### src/rtl/ahb_arbiter.sv
`default_nettype none
// +--------------------------------------------------------------------------+
// | Module      : ahb_arbiter                                                |
// | Description : AHB bus arbiter. Round-robin grant between NUM_MASTERS     |
// |               requesters. Grants are held across fixed-length bursts and |
// |               locked sequences. The grant is parked on DEFAULT_MASTER    |
// |               when nobody requests.                                      |
// | Revision    : 1.0  initial release                                       |
// +--------------------------------------------------------------------------+
// | Ports                                                                    |
// |   HCLK      in   1            clock, all state on rising edge            |
// |   HRESETn   in   1            synchronous active-low reset               |
// |   HBUSREQ   in   NUM_MASTERS  per-master bus request                     |
// |   HLOCK     in   NUM_MASTERS  per-master locked-transfer request         |
// |   HTRANS    in   2            address-phase transfer type                |
// |   HBURST    in   3            address-phase burst type                   |
// |   HREADY    in   1            transfer complete                          |
// |   HGRANT    out  NUM_MASTERS  one-hot grant (registered)                 |
// |   HMASTER   out  4            address-phase owner index (registered)     |
// |   HMASTLOCK out  1            address phase is locked (registered)       |
// +--------------------------------------------------------------------------+
module ahb_arbiter #(
  parameter int NUM_MASTERS    = 4,
  parameter int DEFAULT_MASTER = 0
) (
  input  logic                   HCLK,
  input  logic                   HRESETn,
  input  logic [NUM_MASTERS-1:0] HBUSREQ,
  input  logic [NUM_MASTERS-1:0] HLOCK,
  input  logic [1:0]             HTRANS,
  input  logic [2:0]             HBURST,
  input  logic                   HREADY,
  output logic [NUM_MASTERS-1:0] HGRANT,
  output logic [3:0]             HMASTER,
  output logic                   HMASTLOCK
);

  localparam logic [1:0] c_TRANS_IDLE   = 2'd0;
  localparam logic [1:0] c_TRANS_BUSY   = 2'd1;
  localparam logic [1:0] c_TRANS_NONSEQ = 2'd2;
  localparam logic [1:0] c_TRANS_SEQ    = 2'd3;

  localparam logic [3:0] c_DEF_IDX = 4'(DEFAULT_MASTER);
  localparam logic [4:0] c_NUM     = 5'(NUM_MASTERS);
  localparam logic [NUM_MASTERS-1:0] c_DEF_ONEHOT =
    {{(NUM_MASTERS-1){1'b0}}, 1'b1} << DEFAULT_MASTER;

  typedef enum logic [1:0] {
    ST_DEFAULT   = 2'd0,
    ST_OWNED     = 2'd1,
    ST_LOCKED    = 2'd2,
    ST_LOCK_TAIL = 2'd3
  } state_t;

  state_t                 state_q, state_d;
  logic [4:0]             burst_left_q, burst_left_d;
  logic [3:0]             grant_idx_q, grant_idx_d;
  logic [NUM_MASTERS-1:0] grant_q, grant_d;
  logic [3:0]             hmaster_q;
  logic                   hmastlock_q;

  // Request/lock vectors widened to 16 so a 4-bit index is always legal.
  logic [15:0] w_req_ext;
  logic [15:0] w_lock_ext;
  logic        w_granted_lock;
  logic [4:0]  w_burst_load;
  logic        w_rr_found;
  logic [3:0]  w_rr_idx;
  logic [4:0]  w_scan;
  logic        w_arbitrate;

  assign w_req_ext      = 16'(HBUSREQ);
  assign w_lock_ext     = 16'(HLOCK);
  assign w_granted_lock = w_lock_ext[grant_idx_q];

  // Beats remaining after the first beat of a new burst.
  always_comb begin
    w_burst_load = 5'd0;
    case (HBURST)
      3'd2, 3'd3: w_burst_load = 5'd3;
      3'd4, 3'd5: w_burst_load = 5'd7;
      3'd6, 3'd7: w_burst_load = 5'd15;
      default:    w_burst_load = 5'd0;
    endcase
  end

  // Round-robin scan starting just after the current grantee; offset
  // NUM_MASTERS wraps back to the grantee itself, so it is tried last.
  // grant_idx + offset < 2*NUM_MASTERS, so one subtraction wraps it.
  always_comb begin
    w_rr_found = 1'b0;
    w_rr_idx   = c_DEF_IDX;
    w_scan     = 5'd0;
    for (int k = 1; k <= NUM_MASTERS; k++) begin
      w_scan = {1'b0, grant_idx_q} + 5'(k);
      if (w_scan >= c_NUM) begin
        w_scan = w_scan - c_NUM;
      end
      if (!w_rr_found && w_req_ext[w_scan[3:0]]) begin
        w_rr_found = 1'b1;
        w_rr_idx   = w_scan[3:0];
      end
    end
  end

  // Next-state logic. HREADY low freezes everything.
  always_comb begin
    state_d      = state_q;
    grant_idx_d  = grant_idx_q;
    burst_left_d = burst_left_q;
    w_arbitrate  = 1'b0;

    if (HREADY) begin
      case (HTRANS)
        c_TRANS_NONSEQ: burst_left_d = w_burst_load;
        c_TRANS_SEQ:    burst_left_d = (burst_left_q == 5'd0) ? 5'd0
                                                               : burst_left_q - 5'd1;
        c_TRANS_IDLE:   burst_left_d = 5'd0;
        default:        burst_left_d = burst_left_q;
      endcase

      case (state_q)
        ST_DEFAULT, ST_OWNED: begin
          // A locked NONSEQ from the grantee takes priority over re-arbitration.
          if ((HTRANS == c_TRANS_NONSEQ) && w_granted_lock) begin
            state_d = ST_LOCKED;
          end else if ((HTRANS != c_TRANS_BUSY) && (burst_left_d == 5'd0)) begin
            w_arbitrate = 1'b1;
          end
        end
        ST_LOCKED: begin
          if (!w_granted_lock) begin
            state_d = ST_LOCK_TAIL;
          end
        end
        ST_LOCK_TAIL: begin
          if (HTRANS != c_TRANS_BUSY) begin
            w_arbitrate = 1'b1;
          end
        end
      endcase

      if (w_arbitrate) begin
        if (w_rr_found) begin
          grant_idx_d = w_rr_idx;
          state_d     = ST_OWNED;
        end else begin
          grant_idx_d = c_DEF_IDX;
          state_d     = ST_DEFAULT;
        end
      end
    end
  end

  always_comb begin
    grant_d = '0;
    for (int m = 0; m < NUM_MASTERS; m++) begin
      grant_d[m] = (grant_idx_d == 4'(m));
    end
  end

  always_ff @(posedge HCLK) begin
    if (!HRESETn) begin
      state_q      <= ST_DEFAULT;
      burst_left_q <= 5'd0;
      grant_idx_q  <= c_DEF_IDX;
      grant_q      <= c_DEF_ONEHOT;
      hmaster_q    <= c_DEF_IDX;
      hmastlock_q  <= 1'b0;
    end else begin
      state_q      <= state_d;
      burst_left_q <= burst_left_d;
      grant_idx_q  <= grant_idx_d;
      grant_q      <= grant_d;
      // The current grantee takes over the address phase on HREADY.
      if (HREADY) begin
        hmaster_q   <= grant_idx_q;
        hmastlock_q <= w_granted_lock;
      end
    end
  end

  assign HGRANT    = grant_q;
  assign HMASTER   = hmaster_q;
  assign HMASTLOCK = hmastlock_q;

endmodule
`default_nettype wire
### config.mk
export PLATFORM = sky130hd
export DESIGN_NAME = ahb_arbiter
export DESIGN_NICKNAME = d
export VERILOG_FILES = /design/src/rtl/ahb_arbiter.sv
export SDC_FILE = /design/constraint.sdc
export NUM_CORES = 1
export LEC_CHECK = 0
export ABC_AREA = 1
export CAP_MARGIN = 10
export CORE_MARGIN = 3
export CORE_UTILIZATION = 40
export CTS_CLUSTER_DIAMETER = 80
export DETAILED_ROUTE_END_ITERATION = 10
export MAX_ROUTING_LAYER = met4
export PLACE_DENSITY = 0.66
export RECOVER_POWER = 100
export SLEW_MARGIN = 20
export SYNTH_ARGS = -nofsm -noshare
export SYNTH_HDL_FRONTEND = slang
export SYNTH_SLANG_ARGS = --single-unit
### constraint.sdc
create_clock -name HCLK -period 2.75 [get_ports HCLK]
set_input_delay 0.6875 -clock HCLK [delete_from_list [all_inputs] [get_ports HCLK]]
set_output_delay 0.6875 -clock HCLK [all_outputs]
set_load 0.02 [all_outputs]
==> out/metrics.cfg, run 1 <==
[floorplanning]
num_io_pins = 25
die_y_microns = 70.0
die-area_sq_um = 4900
coreArea_sq_um = 3800
rows = 22
start_util = 0.431
dieWidth_microns = 70.0

[worst_setup_path]
crit_type = in2reg
reg2reg_slack_ns = 0.34
critical_path.top_delay_family = simple AND/OR/NAND/NOR gates
required_ns = 2.95
crit_buf_inv = 1
rr_endpoint = HGRANT[3]$_SDFF_PN0_
worst-path-stages = 13
cp-start-kind = input port
crit_arrival_ns = 2.64
endpoint = HGRANT[3]$_SDFF_PN0_
r2r_start = grant_idx_q[0]$_SDFF_PN0_
cp_slowest_stage_delay_ns = 0.54
path_max_fanout = 5
cpMostUsedCell = nand2_1
crit_start = HTRANS[0]
cp_slowest_cell = clkdlybuf4s50_1
cp_cell_sequence = clkdlybuf4s50_1 -> nor2_1 -> o21ai_0 -> nand3_1 -> nor3_2 -> nand2_2 -> nand2_1 -> nand3_4 -> nor2_1 -> nand2_1 -> nand2_1 -> nand2_1 -> nor2_2
worst_setup_path_end_kind = register
r2r_cells = 18

[power_and_ir_drop]
cellLeakagePower_nw = 1.12
pwr_density_cell_nw_per_um2 = 493
peakVddDrop_mv = 0.400

[timing]
rsz0062_at_grt = no
fin_skew_ns = 0.00524
finalCritPeriodShare = 0.890
setup_viol = 0
slew_headroom = 0.585
max_freq_ghz = 0.409
fin_crit_ns = 2.45
setup_tns_ns = 0
tightest_slew_ns = 0.621
hold_viol = 0
drv_slew = 0

[cts]
clock_latency_ns = 0.25
cts_made_buffers = 3
cts_tree = done
clockBufferDepth = 2
ctsHoldBuffers = 0
post_cts_resized = 0
clock-root-buffer = clkbuf_8
cts_sinks = 20
htree_num_levels = 1
post_cts.repair.setup_buffers = 0
clk_pin_slew_ns = 0.07

[cells_and_area]
diodes = 0
drive_gt1_frac = 0.0922
utilization = 0.529
multiInputGateArea_sq_um = 1010
final_nets = 323
final_common_cell = nand2_1
layout_common_cells = nand2_1 (71), inv_1 (45), nand3_1 (31), dfxtp_1 (20), nor2_1 (19)
regArea_sq_um = 400
area_growth_pct = 22.6
fillers = 401
layout.cells.non_filler = 341

[logic_synthesis]
syn_nets = 293
synth.distinct_cells = 26
yosysWarnings = 0
synth_cells = 264
synth_area_sq_um = 1640
yosysSeqAreaShare = 0.244
ys_ff_latch = 20
syn_area_per_cell_sq_um = 6.20

[grt]
first_global_vias = 1515
grt_util_all_layers = 0.159
grt_start_max_net_pins = 18
grt_overflow = 0
antenna_found_initial = 0
grt_pass1_wl_microns = 6450

[placement]
hpwl_microns = 2890
globalplace.congestion = 0.861
place_inst = 337
io_buffer_count = 23

[routing]
avgViaCountPerCell = 4.72
ant_nets = 0
routed_wl_microns = 3550
initialDrtViolationCount = 75
wl_per_cell_microns = 10.4
drc = 0
dr_total_vias = 1609
firstDrtPassIters = 4

[hold_path]
worstHoldPathType = reg2reg

[flow_run]
maxCapViolCount = 0

[run_status]
status = complete, no violations

area by class of cell:
cell class,count,share of cell area
Multi-Input combinational cell,190,0.501
Sequential cell,20,0.199
Timing Repair Buffer,31,0.145
Inverter,48,0.0897
Tap cell,48,0.0299
Clock buffer,3,0.0206
Clock inverter,1,0.0150
cell usage after synthesis:
library cell	instances	share of area
nand2_1	68	0.16
inv_1	45	0.10
nand3_1	31	0.095
dfxtp_1	20	0.24
nor2_1	19	0.044
a21oi_1	14	0.043
ha_1	13	0.099
o21ai_0	13	0.040
nand2_2	7	0.027
nand4_1	6	0.023
buf_4	4	0.018
xor2_1	4	0.021
inv_2	3	0.0069
nor2_2	3	0.011
nand3b_1	2	0.0092
o21ai_1	2	0.0061
and2_1	1	0.0038
buf_2	1	0.0031
clkbuf_1	1	0.0023
nand2_4	1	0.0069
nand3_2	1	0.0061
nand3_4	1	0.011
nor3_2	1	0.0061
o211ai_1	1	0.0046
o21ai_2	1	0.0053
o21bai_1	1	0.0046
flip-flops by register name, indices dropped and copies added, names as in the netlist:
| register | flops |
|---|---|
| grant_idx_q | 4 |
| burst_left_q | 5 |
| HMASTER | 4 |
| HMASTLOCK | 1 |
| state_q | 2 |
| HGRANT | 4 |
worst min path at each step:
stage | startpoint | end | slack [ns] | depth (start not counted)
after global placement | burst_left_q[4]$_SDFFE_PN0P_ | burst_left_q[4]$_SDFFE_PN0P_ | 0.47 | 2
final | burst_left_q[4]$_SDFFE_PN0P_ | burst_left_q[4]$_SDFFE_PN0P_ | 0.49 | 2
after CTS | burst_left_q[4]$_SDFFE_PN0P_ | burst_left_q[4]$_SDFFE_PN0P_ | 0.49 | 2
after detailed placement | burst_left_q[4]$_SDFFE_PN0P_ | burst_left_q[4]$_SDFFE_PN0P_ | 0.48 | 2
after floorplan | burst_left_q[4]$_SDFFE_PN0P_ | burst_left_q[4]$_SDFFE_PN0P_ | 0.46 | 2
after global routing | burst_left_q[4]$_SDFFE_PN0P_ | burst_left_q[4]$_SDFFE_PN0P_ | 0.53 | 2
worst register-to-register path: stages, from the launching register on:
cell     delay, ns
dfxtp_1       0.49
buf_4         0.21
ha_1          0.18
xor2_1        0.23
ha_1          0.18
nand2_1       0.04
nand2_1       0.05
nor2_1        0.04
nand2_1       0.08
nand2_2       0.06
nand2_2       0.10
nand2_1       0.08
o21ai_1       0.12
nor2_1        0.05
nor2_1        0.08
nand2_1       0.08
nand2_1       0.12
nand2_1       0.08
nor2_2        0.07
per-stage QoR:
stage	total power, mW	setup slack [ns]	hold WS [ns]	area, sq um
2_1_floorplan	0.616	0.626	0.458	1640
3_3_place_gp	0.720	0.120	0.470	1950
3_5_place_dp	0.725	0.118	0.482	1950
4_1_cts	1.02	0.357	0.493	2020
5_1_grt	1.07	0.0159	0.526	2010
6_report	0.989	0.303	0.491	2010
routing by layer:
layer,up-vias,global-route usage,share of wire
met5,-,-,0
met1,694,0.211,0.51
met3,4,0.0331,0.031
met2,20,0.258,0.46
met4,0,0.0191,0.0039
li1,891,-,-
power by group:
part           switching [mW]  leakage [nW]  internal (mW)
sequential             0.0174         0.164          0.316
clock                  0.0909        0.0357          0.194
combinational           0.228         0.922          0.143
total                   0.336          1.12          0.653
logic make-up after synthesis:
logic type	synth area share
simple gates	0.398
buf+inv	0.134
flops	0.244
xor+xnor	0.0214
compound gates	0.103
fa+ha+maj	0.0993
(Power assumes the default switching activity.)
==> inputs of run 2 (changes only) <==
--- a/config.mk
+++ b/config.mk
@@ -14,6 +14,7 @@
 export MAX_ROUTING_LAYER = met4
 export PLACE_DENSITY = 0.66
 export RECOVER_POWER = 100
+export REMOVE_ABC_BUFFERS = 1
 export SLEW_MARGIN = 20
 export SYNTH_ARGS = -nofsm -noshare
 export SYNTH_HDL_FRONTEND = slang
==> run 2 against run 1 <==
Effect of this change:
- count of clock-buffer cells in the layout is 1 higher
- critical path depth rose by 2
- largest power group unchanged
- flip-flop and latch count is the same
- worst setup slack worse by 0.0025 ns
- worst hold slack gained 0.0023 ns
- global-route usage is 0.82 points lower
- register-to-register slack better by 0.04 ns
- design area shrank 1.1%
- routed wire length about the same
- highest routed layer unchanged
- via count grew 1.6%
- core utilization down 0.59 points
- die area unchanged
==> out/metrics.cfg, run 2 (synthesis results as in run 1) <==
[routing]
avgViaCountPerCell = 4.81  ; +1.9%
initialDrtViolationCount = 139  ; +85%
routed_wl_microns = 3540  ; about the same
ant_nets = 0  ; unchanged
firstDrtPassIters = 5  ; +1
wl_per_cell_microns = 10.4  ; +0.27%
drc = 0  ; unchanged
dr_total_vias = 1634  ; +1.6%

[power_and_ir_drop]
cellLeakagePower_nw = 1.11  ; -1.3%
peakVddDrop_mv = 0.355  ; -11%
pwr_density_cell_nw_per_um2 = 469  ; -4.8%

[timing]
max_freq_ghz = 0.408  ; -0.10%
fin_skew_ns = 0.00149  ; -0.00375 ns
slew_headroom = 0.717  ; +0.132
setup_tns_ns = 0  ; unchanged
tightest_slew_ns = 0.425  ; -0.197 ns
setup_viol = 0  ; unchanged
fin_crit_ns = 2.45  ; +0.00253 ns
hold_viol = 0  ; unchanged
drv_slew = 0  ; unchanged
rsz0062_at_grt = no
finalCritPeriodShare = 0.891  ; +0.000920

[grt]
grt_use_met3 = 0.0259  ; -0.00719
met2_usage = 0.215  ; -0.0430
first_global_vias = 1424  ; -6.0%
grt_overflow = 0  ; unchanged
top_usage_layer = met1
grt_util_all_layers = 0.151  ; -0.00818
grt_start_max_net_pins = 13  ; -5
met1_usage = 0.220  ; +0.00860
grt_pass1_wl_microns = 6170  ; -4.4%
antenna_found_initial = 0  ; unchanged

[cts]
cts_sinks = 20  ; unchanged
clock-root-buffer = clkbuf_8
cts_made_buffers = 3  ; unchanged
clockBufferDepth = 2  ; unchanged
clk_pin_slew_ns = 0.07  ; about the same
ctsHoldBuffers = 0  ; unchanged
post_cts_resized = 0  ; unchanged
clock_latency_ns = 0.26  ; about the same
htree_num_levels = 1  ; unchanged
post_cts.repair.setup_buffers = 0  ; unchanged
cts_tree = done

[worst_setup_path]
cp_slowest_stage_delay_ns = 0.65  ; +0.11 ns
crit_start = HTRANS[0]
reg2reg_slack_ns = 0.38  ; +0.04 ns
crit_type = in2reg
path_max_fanout = 7  ; +2
rr_endpoint = HGRANT[2]$_SDFF_PN0_
cp_cell_sequence = dlygate4sd3_1 -> inv_1 -> nand3_1 -> nand2_1 -> nor2_1 -> nand2_1 -> nor3_2 -> nand2_2 -> nand2_4 -> nand3_4 -> nor2_1 -> nand2_1 -> nand2_1 -> nand2_1 -> nor2_2
worst_setup_path_end_kind = register
cp-start-kind = input port
crit_buf_inv = 2  ; +1
required_ns = 2.95  ; about the same
crit_arrival_ns = 2.65  ; about the same
cpMostUsedCell = nand2_1
r2r_cells = 17  ; -1
cp_slowest_cell = dlygate4sd3_1
critical_path.top_delay_family = simple AND/OR/NAND/NOR gates
r2r_start = grant_idx_q[1]$_SDFF_PN0_

[cells_and_area]
fillers = 403  ; +0.50%
final_nets = 322  ; -0.31%
drive_gt1_frac = 0.0856  ; -0.00653
area_growth_pct = 21.2
layout.cells.non_filler = 340  ; -0.29%
diodes = 0  ; unchanged
final_common_cell = nand2_1
largest_register_ffs = 5  ; unchanged
layout_common_cells = nand2_1 (71), inv_1 (45), nand3_1 (31), dfxtp_1 (20), nor2_1 (19)
top_register = burst_left_q

[run_status]
status = complete, no violations

[hold_path]
holdPathStages = 2  ; unchanged
worstHoldPathType = reg2reg
worstHoldEndpoint = burst_left_q[4]$_SDFFE_PN0P_
min-delay-start = burst_left_q[4]$_SDFFE_PN0P_

[floorplanning]
num_io_pins = 25  ; unchanged
rows = 22  ; unchanged
die-area_sq_um = 4900  ; unchanged
dieWidth_microns = 70.0  ; unchanged
coreArea_sq_um = 3800  ; unchanged
start_util = 0.431  ; unchanged
die_y_microns = 70.0  ; unchanged

[placement]
place_inst = 336  ; -0.30%
io_buffer_count = 23  ; unchanged
hpwl_microns = 2840  ; -2.0%
globalplace.congestion = 0.897  ; +4.2%

[flow_run]
maxCapViolCount = 0  ; unchanged

==> run 2: cell types whose count changed in the layout (fill, tap and decap cells not counted) <==
cell | previous run | this run
nand2_2 | 5 | 4
dlygate4sd3_1 | 10 | 11
nand2_4 | 0 | 1
buf_4 | 8 | 6
clkdlybuf4s50_1 | 13 | 12
clkbuf_1 | 0 | 1
clkbuf_8 | 3 | 4
bufinv_16 | 1 | 0
==> run 2: final cells by class <==
type / instances / area, sq um / area share
well taps: 48 / 60.1 / 0.0302
inverters: 48 / 180 / 0.0907
multi-input cells: 190 / 1010 / 0.509
clock buffers: 4 / 55.1 / 0.0277
flip-flops and latches: 20 / 400 / 0.202
repair buffers: 30 / 279 / 0.141
==> run 2: worst min-delay path: cells and delay by family (launching register included) <==
family	cells	cell delay [ns]
flops	1	0.33
compound gates	1	0.05
simple gates	1	0.07
==> run 2: metrics by stage <==
| step | total power [mW] | hold slack [ns] | cell area (sq um) | utilization | setup slack, ns |
|---|---|---|---|---|---|
| floorplan | 0.604 | 0.458 | 1600 | - | 0.443 |
| global placement | 0.718 | 0.481 | 1940 | 0.511 | 0.131 |
| detailed placement | 0.723 | 0.485 | 1940 | 0.511 | 0.132 |
| CTS | 0.949 | 0.494 | 2000 | 0.526 | 0.388 |
| global route | 1.01 | 0.532 | 1990 | 0.523 | 0.0887 |
| finish | 0.931 | 0.493 | 1990 | 0.523 | 0.301 |
==> run 2: layer usage <==
layer  vias up  routed length (microns)
met4         0                       29
li1        891                        -
met1       709                     1900
met5         -                        0
met2        32                     1490
met3         2                      129
==> run 2: worst max path at each step <==
stage,to,cells after the start
after floorplan,HGRANT[3]$_SDFF_PN0_,16
after global placement,HGRANT[0]$_SDFF_PN1_,14
after detailed placement,HGRANT[3]$_SDFF_PN0_,15
after CTS,HGRANT[0]$_SDFF_PN1_,15
after global routing,HGRANT[2]$_SDFF_PN0_,15
final,HGRANT[2]$_SDFF_PN0_,15
==> run 2: report_power, final <==
part	total, mW	internal [mW]	switching (mW)
sequential	0.332	0.316	0.0155
combinational	0.377	0.143	0.234
clock	0.223	0.127	0.0953
